**src/rtl/osd_rect_writer.sv**
```systemverilog
// Rectangle draw engine: turns solid/outline rectangle commands into a stream
// of 32-bit, 8-pixel word writes for the OSD bitmap RAM.
module osd_rect_writer #(
  parameter int C_ADDR_WIDTH = 16,
  parameter int C_DEPTH      = 32768,
  parameter int C_DIM_WIDTH  = 12
) (
  input  logic                    clk_in,
  input  logic                    rst,
  input  logic                    cmd_valid,
  output logic                    cmd_ready,
  input  logic [C_DIM_WIDTH-1:0]  cmd_x,
  input  logic [C_DIM_WIDTH-1:0]  cmd_y,
  input  logic [C_DIM_WIDTH-1:0]  cmd_w,
  input  logic [C_DIM_WIDTH-1:0]  cmd_h,
  input  logic [C_DIM_WIDTH-1:0]  cmd_stride,
  input  logic [3:0]              cmd_fg,
  input  logic [3:0]              cmd_bg,
  input  logic                    cmd_mode,
  input  logic                    wr_ready,
  output logic [C_ADDR_WIDTH-1:0] osd_waddr,
  output logic [31:0]             osd_wdata,
  output logic                    osd_wreq,
  output logic                    busy,
  output logic                    done,
  output logic                    err
);

  localparam int CW = 2 * C_DIM_WIDTH + 1;

  localparam logic [1:0] S_IDLE  = 2'd0;
  localparam logic [1:0] S_CHECK = 2'd1;
  localparam logic [1:0] S_RUN   = 2'd2;
  localparam logic [1:0] S_FIN   = 2'd3;

  logic [1:0]              state_q, state_d;
  logic [C_DIM_WIDTH-1:0]  x_q, x_d, y_q, y_d, w_q, w_d, h_q, h_d, stride_q, stride_d;
  logic [3:0]              fg_q, fg_d, bg_q, bg_d;
  logic                    mode_q, mode_d;
  logic [C_ADDR_WIDTH-1:0] row_base_q, row_base_d;
  logic [C_DIM_WIDTH-1:0]  col_q, col_d, row_q, row_d;
  logic                    err_q, err_d;
  logic                    wreq_q, wreq_d;
  logic [C_ADDR_WIDTH-1:0] waddr_q, waddr_d;
  logic [31:0]             wdata_q, wdata_d;

  logic [CW-1:0]           last_addr;
  logic                    row_fits, in_range;
  logic [C_ADDR_WIDTH-1:0] start_addr;
  logic                    last_col, last_row;

  // Outline: first/last rows are solid; inner rows carry fg only at the outer
  // pixel of the leftmost and rightmost words (both when the rectangle is one word wide).
  function automatic logic [31:0] word_data(input logic mode, input logic [3:0] fg,
                                            input logic [3:0] bg,
                                            input logic [C_DIM_WIDTH-1:0] row,
                                            input logic [C_DIM_WIDTH-1:0] col,
                                            input logic [C_DIM_WIDTH-1:0] w,
                                            input logic [C_DIM_WIDTH-1:0] h);
    logic [31:0] d;
    if (!mode || row == '0 || row == h - C_DIM_WIDTH'(1)) begin
      d = {8{fg}};
    end else begin
      d = {8{bg}};
      if (col == '0) d[3:0] = fg;
      if (col == w - C_DIM_WIDTH'(1)) d[31:28] = fg;
    end
    return d;
  endfunction

  always_comb begin
    row_fits   = (CW'(x_q) + CW'(w_q)) <= CW'(stride_q);
    last_addr  = (CW'(y_q) + CW'(h_q) - CW'(1)) * CW'(stride_q) + CW'(x_q) + CW'(w_q) - CW'(1);
    in_range   = last_addr < CW'(C_DEPTH);
    start_addr = C_ADDR_WIDTH'(y_q) * C_ADDR_WIDTH'(stride_q) + C_ADDR_WIDTH'(x_q);
    last_col   = col_q == w_q - C_DIM_WIDTH'(1);
    last_row   = row_q == h_q - C_DIM_WIDTH'(1);
  end

  always_comb begin
    state_d    = state_q;
    x_d        = x_q;
    y_d        = y_q;
    w_d        = w_q;
    h_d        = h_q;
    stride_d   = stride_q;
    fg_d       = fg_q;
    bg_d       = bg_q;
    mode_d     = mode_q;
    row_base_d = row_base_q;
    col_d      = col_q;
    row_d      = row_q;
    err_d      = err_q;
    wreq_d     = wreq_q;
    waddr_d    = waddr_q;
    wdata_d    = wdata_q;
    case (state_q)
      S_IDLE: begin
        if (cmd_valid) begin
          x_d      = cmd_x;
          y_d      = cmd_y;
          w_d      = cmd_w;
          h_d      = cmd_h;
          stride_d = cmd_stride;
          fg_d     = cmd_fg;
          bg_d     = cmd_bg;
          mode_d   = cmd_mode;
          err_d    = 1'b0;
          state_d  = S_CHECK;
        end
      end
      S_CHECK: begin
        if (w_q == '0 || h_q == '0) begin
          state_d = S_FIN;
        end else if (!row_fits || !in_range) begin
          err_d   = 1'b1;
          state_d = S_FIN;
        end else begin
          row_base_d = start_addr;
          col_d      = '0;
          row_d      = '0;
          waddr_d    = start_addr;
          wdata_d    = word_data(mode_q, fg_q, bg_q, '0, '0, w_q, h_q);
          wreq_d     = 1'b1;
          state_d    = S_RUN;
        end
      end
      S_RUN: begin
        // Address advances incrementally; the only multiply lives in CHECK.
        if (wr_ready) begin
          if (!last_col) begin
            col_d   = col_q + C_DIM_WIDTH'(1);
            waddr_d = waddr_q + C_ADDR_WIDTH'(1);
            wdata_d = word_data(mode_q, fg_q, bg_q, row_q, col_d, w_q, h_q);
          end else if (!last_row) begin
            col_d      = '0;
            row_d      = row_q + C_DIM_WIDTH'(1);
            row_base_d = row_base_q + C_ADDR_WIDTH'(stride_q);
            waddr_d    = row_base_d;
            wdata_d    = word_data(mode_q, fg_q, bg_q, row_d, '0, w_q, h_q);
          end else begin
            wreq_d  = 1'b0;
            state_d = S_FIN;
          end
        end
      end
      default: state_d = S_IDLE;
    endcase
  end

  always_ff @(posedge clk_in) begin
    if (rst) begin
      state_q <= S_IDLE;
      err_q   <= 1'b0;
      wreq_q  <= 1'b0;
      waddr_q <= '0;
      wdata_q <= '0;
    end else begin
      state_q <= state_d;
      err_q   <= err_d;
      wreq_q  <= wreq_d;
      waddr_q <= waddr_d;
      wdata_q <= wdata_d;
    end
  end

  always_ff @(posedge clk_in) begin
    x_q        <= x_d;
    y_q        <= y_d;
    w_q        <= w_d;
    h_q        <= h_d;
    stride_q   <= stride_d;
    fg_q       <= fg_d;
    bg_q       <= bg_d;
    mode_q     <= mode_d;
    row_base_q <= row_base_d;
    col_q      <= col_d;
    row_q      <= row_d;
  end

  assign cmd_ready = (state_q == S_IDLE) && !rst;
  assign busy      = state_q != S_IDLE;
  assign done      = state_q == S_FIN;
  assign err       = (state_q == S_FIN) && err_q;
  assign osd_wreq  = wreq_q;
  assign osd_waddr = waddr_q;
  assign osd_wdata = wdata_q;

endmodule

```
**config.mk**
```make
export PLATFORM = sky130hd
export DESIGN_NAME = osd_rect_writer
export DESIGN_NICKNAME = d
export VERILOG_FILES = /design/src/rtl/osd_rect_writer.sv
export SDC_FILE = /design/constraint.sdc
export NUM_CORES = 1
export LEC_CHECK = 0
export CORE_MARGIN = 5
export CORE_UTILIZATION = 38
export CTS_CLUSTER_DIAMETER = 120
export DETAILED_ROUTE_END_ITERATION = 7
export HOLD_SLACK_MARGIN = 0.1
export PLACE_DENSITY_LB_ADDON = 0.25
export SYNTH_ARGS = -nofsm -noshare
export SYNTH_HDL_FRONTEND = slang
export SYNTH_SLANG_ARGS = --single-unit
```
**constraint.sdc**
```tcl
create_clock -name clk_in -period 19.79 [get_ports clk_in]
set_clock_uncertainty 0.1 [all_clocks]
set_input_delay 3.958 -clock clk_in [delete_from_list [all_inputs] [get_ports clk_in]]
set_output_delay 3.958 -clock clk_in [all_outputs]
set_load 0.01 [all_outputs]
```
; Word level (Yosys, flattened, before mapping)
; Cells that the tools add are included.
[word_totals]
ram_bits = 0
latchBits = 0
elab_cells = 124
output_inout_bits = 53
ff_bits = 161
mem_bits_ro = 0
in_bits = 73
n_memories = 0
[classes]
mul = 2
bitwise_logic = 0
order_cmp = 2
add_sub_neg = 13
reduce_logical = 28
n_shift = 0
div_mod_pow = 0
n_mux = 47
n_eq_ne = 16
[ops]
columns = operator, n
row1 = $mux W32, 7
row2 = $mux W16, 7
row3 = $mux W12, 8
row4 = $logic_not A12 Y1, 6
row5 = $pmux W16 S2, 2
row6 = $pmux W32 S2, 1
row7 = $add A25 B12 Y25, 2
row8 = $eq A12 B12 Y1, 4
row9 = $pmux W12 S2, 2
row10 = $add A16 B12 Y16, 2
row11 = $add A12 B12 Y13, 2
row12 = $lt A25 B16 Y1 const B, 1
row13 = $mul A14 B13 Y25, 1
row14 = $sub A25 B1 Y25 const B, 1
row15 = $add A12 B1 Y12 const B, 2
row16 = $sub A12 B1 Y12 const B, 2
row17 = $add A16 B1 Y16 const B, 1
row18 = $mul A12 B12 Y16, 1
row19 = $ne A2 B2 Y1 const B, 8
row20 = $sub A13 B1 Y14 const B, 1
row21 = $le A13 B12 Y1, 1
row22 = $mux W4, 3
row23 = $reduce_and A6 Y1, 2
row24 = $mux W1, 10
row25 = 14 further kinds, 31

; Depth between registers and ports, before layout
[depth]
depth_word = 12
mapped_depth = 40
mapped_depth_nobuf = 35

; Worst setup path after synthesis
; Ideal clock, no wire load.
[synth_timing]
path_kind = flip-flop to flip-flop
from = reg y_q[1]
to = reg row_base_q[0], enable pin
stages_incl_launch_ff = 36
setup_time_ps = 456
synth_period_minus_slack_ps = 10815
t_arrival_ps = 10259
path_buffers = 2
slack_ps = 8975
cell_sequence = edfxtp_1 clkbuf_1 inv_1 ha_1 inv_1 ha_1 inv_1 fa_1 nor2b_1 o31a_1 o22a_1 a21oi_1 o21bai_1 a21oi_1 xnor2_1 clkbuf_1 nand2_1 fa_1 inv_1 fa_1 fa_1 fa_1 fa_1 inv_1 fa_1 inv_1 ha_1 a21oi_1 o21ai_0 nor3_1 a211oi_1 o22ai_1 or4b_1 nor2_1 a31o_2 a21boi_0
[synth_via]
elab_chain_cells = 11
[synth_rtl]
columns = item, line
row1 = from (decl), 37  ; logic [C_DIM_WIDTH-1:0] x_q, x_d, y_q, y_d, w_q, w_d, h_q, h_d, stride_q, stride_d;
row2 = from (signal assigned), 169  ; y_q <= y_d;
row3 = $add A12 B12 Y13, 73  ; last_addr = (CW'(y_q) + CW'(h_q) - CW'(1)) * CW'(stride_q) + CW'(x_q) + CW'(w_q) - CW'(1);
row4 = $sub A13 B1 Y14, 73
row5 = $mul A14 B13 Y25, 73
row6 = $add A25 B12 Y25 (2 in a row), 73
row7 = $sub A25 B1 Y25, 73
row8 = $lt A25 B16 Y1, 74  ; in_range = last_addr < CW'(C_DEPTH);
row9 = $logic_not A1 Y1, 115  ; end else if (!row_fits || !in_range) begin
row10 = $logic_or A1 B1 Y1, 115
row11 = $ne A2 B2 Y1 (no line), -
row12 = $reduce_and A6 Y1 (no line), -
row13 = to (signal assigned), 176  ; row_base_q <= row_base_d;
row14 = to (decl), 40  ; logic [C_ADDR_WIDTH-1:0] row_base_q, row_base_d;
; Every way passes these cells.
; A chain may end at the register's enable or synchronous reset.

; Worst setup path after layout
[layout_timing]
from = reg y_q[0]
to = reg row_base_q[2], enable pin
; Same word-level chain as after synthesis.

==> flow_summary_export.csv <==
group,metric,value,unit
floorplanning,core_area,0.0553,sq mm
floorplanning,row_count,86,
synth,synth_edf_count,109,
sta,hold_slack,407,ps
setup_path,r2r_slack,8870,ps
global_route,grt_pass1_vias,17300,
drt,dr.first_iter.drc_count,1066,
synth,synth_top_area_share,26.7,%
finish,antenna_cells,0,
sta,tns,0,ps
sta,min_period,10920,ps
global_route,grt_pass1_wl,95000,um
drt,vias,16300,
sta,rsz0062_at_grt,"false",
drt,drtPass1Iterations,5,
setup_path,path_max_fanout,16,
finish,nNetsFinal,2906,
synth,syn-mean-instance-area,9.16,sq um
finish,multi_input_comb_area,0.0151,sq mm
setup_path,crit_family,"adder cells",
floorplanning,fp.dieH,247,um
sta,fmax,91.5,MHz
finish,seq_area,0.00391,sq mm
clock_tree,cts-root-buf,"clkbuf_16",
setup_path,cp_slowest_cell,"xnor2_1",
drt,routedWlPerCell,18.9,um
job,maxCapViolations,0,
setup_path,crit_start,"y_q[0]",
drt,wirelength,59300,um
finish,syn_to_final_growth,11.3,%
placed_design,io_buffer_count,125,
synth,syn_area,0.0213,sq mm
sta,slew_viol_final,0,
run_status,status,"complete, no violations",
setup_path,timing.critical_path.mode_cell,"fa_1",
setup_path,cp.depth,34,
synth,yosys_most_used_dff,"edfxtp_1",
clock_tree,cts_num_sinks,141,
finish,fin_area,0.0237,sq mm
finish,drive_above_1_share,5.05,%
clock_tree,cts_resized,0,
clock_tree,cts_tree,"built",
setup_path,path_buf_inv,7,
synth,synth_largest_area_cell,"fa_1",
clock_tree,clockBufferDepth,2,
synth,synth_cell_types,91,
setup_path,r2r_start,"y_q[0]",
synth,ys_ff_latch,141,
drt,vias_per_cell,5.20,
floorplanning,die_w,247,um
synth,synth_nets,2852,
floorplanning,ioPinCount,126,
clock_tree,clk_latency,490,ps
drt,ant_nets,0,
global_route,grt_start_max_net_pins,71,
global_route,gr-total-overflow,0,
worst_hold_path,worstHoldPathType,"reg2reg",
global_route,antenna_found_initial,0,
setup_path,cp-endpoint,"row_base_q[2]",
synth,yosysWarnings,0,
sta,slew_headroom,26.6,%
finish,final_common_cell,"inv_1",
setup_path,path_class,"reg2reg",
setup_path,worstReg2RegEnd,"row_base_q[2]",
global_route,grt.total_usage,20.1,%
setup_path,crit_path_max_incr_delay,730,ps
synth,seq_area_frac_synth,18.4,%
setup_path,start_kind,"flip-flop",
clock_tree,ctsHoldBuffers,0,
synth,async_flop_share,0,%
setup_path,required,19850,ps
clock_tree,postCtsSetupBuffers,0,
clock_tree,cts_inserted_buffers,17,
drt,drc,0,
floorplanning,dieArea,0.0609,sq mm
synth,synth_cells,2327,
sta,finalCritPeriodShare,55.2,%
placed_design,place_congestion,0.900,
setup_path,end_kind,"flip-flop",
clock_tree,cts_htree_levels,4,
sta,tightest_slew,1070,ps
sta,setup_viol,0,
setup_path,worstPathArrival,10990,ps
sta,timing.final.hold_violations,0,
placed_design,dp_hpwl,46900,um
finish,n_fill_cell,5454,
floorplanning,initial_core_util,38.5,%
setup_path,rr_worst_depth,34,
synth,synthTopCellsByArea,"fa_1 (27%), edfxtp_1 (15%), ha_1 (9.9%), inv_1 (8.0%), nand2_1 (4.4%)",
clock_tree,path_clk_slew,70,ps
placed_design,placed_area,0.0231,sq mm
finish,layout_common_cells,"inv_1 (452), fa_1 (284), nand2_1 (247)",
## synthesized netlist by cell type (9+ instances only)
cell	number
nor2b_1	13
nor2_1	133
a211oi_2	20
ha_1	168
and2_1	71
or4_1	11
edfxtp_1	109
mux2i_1	23
xor2_1	39
o211ai_1	19
or2_2	10
or3_1	17
nor4_1	16
o21ai_0	46
nand2b_1	23
xnor2_1	95
clkbuf_1	79
a21oi_1	63
fa_1	284
buf_4	21
dfxtp_1	32
o21a_1	9
nor3_1	27
nand2_1	247
nand4_1	16
a211oi_1	35
a31oi_1	17
inv_1	452
nand3_1	42
and3_1	15
a21o_1	16
## per-layer routing
layer | up-vias | global-route usage [%] | share of wire, %
li1 | 7674 | - | -
met1 | 8162 | 26.5 | 44
met2 | 410 | 33.6 | 48
met3 | 83 | 4.00 | 5.2
met4 | 0 | 5.97 | 2.7
met5 | - | 0 | 0
## worst min-delay path, stage by stage, from the launching register on
cell and delay (ps):
dfxtp_1 340, nand2_1 60, mux2i_1 60
## cell type report
cell class | instances | area share [%]
clock buffers | 19 | 2.00
clock inverters | 13 | 0.485
well taps | 748 | 3.95
multi-input cells | 1611 | 63.7
flip-flops and latches | 141 | 16.5
repair buffers | 152 | 6.13
inverters | 458 | 7.26
## state kept, by name, summed over array words and instances (netlist names)
signal and count:
fg_q 4, y_q 12, mode_q 1, osd_wdata 12
osd_wreq 1, x_q 12, col_q 12, err_q 1
row_base_q 16, row_q 12, h_q 12, state_q 2
osd_waddr 16, stride_q 12, w_q 12, bg_q 4
## metrics by stage
| step | util [%] | worst slack, ps | instances |
|---|---|---|---|
| floorplan | - | 8980 | 2327 |
| global placement | 41.8 | 9280 | 3110 |
| detailed placement | 41.8 | 9010 | 3110 |
| CTS | 42.9 | 8970 | 3142 |
| global route | 42.9 | 8230 | 3142 |
| finish | 42.9 | 8870 | 3142 |
## worst min path at each step
stage,start,end,slack [ps],depth (start not counted)
after floorplan,err_q,err_q,400,1
after global placement,osd_waddr[11],osd_waddr[11],390,2
after detailed placement,osd_waddr[11],osd_waddr[11],410,2
after CTS,osd_waddr[11],osd_waddr[11],420,2
after global routing,osd_waddr[1],osd_waddr[1],460,2
final,osd_waddr[11],osd_waddr[11],410,2
## kinds of logic after synthesis
family,Yosys count,synth area share [%]
fa+ha+maj,452,36.5
xor+xnor,143,6.47
buf+inv,575,10.8
simple gates,674,15.6
flops,141,18.4
mux,27,1.29
compound gates,315,10.9
Power is left out: the tool's default activity adds up to more than one toggle a clock period on the data nets, which glitch-free logic cannot reach.
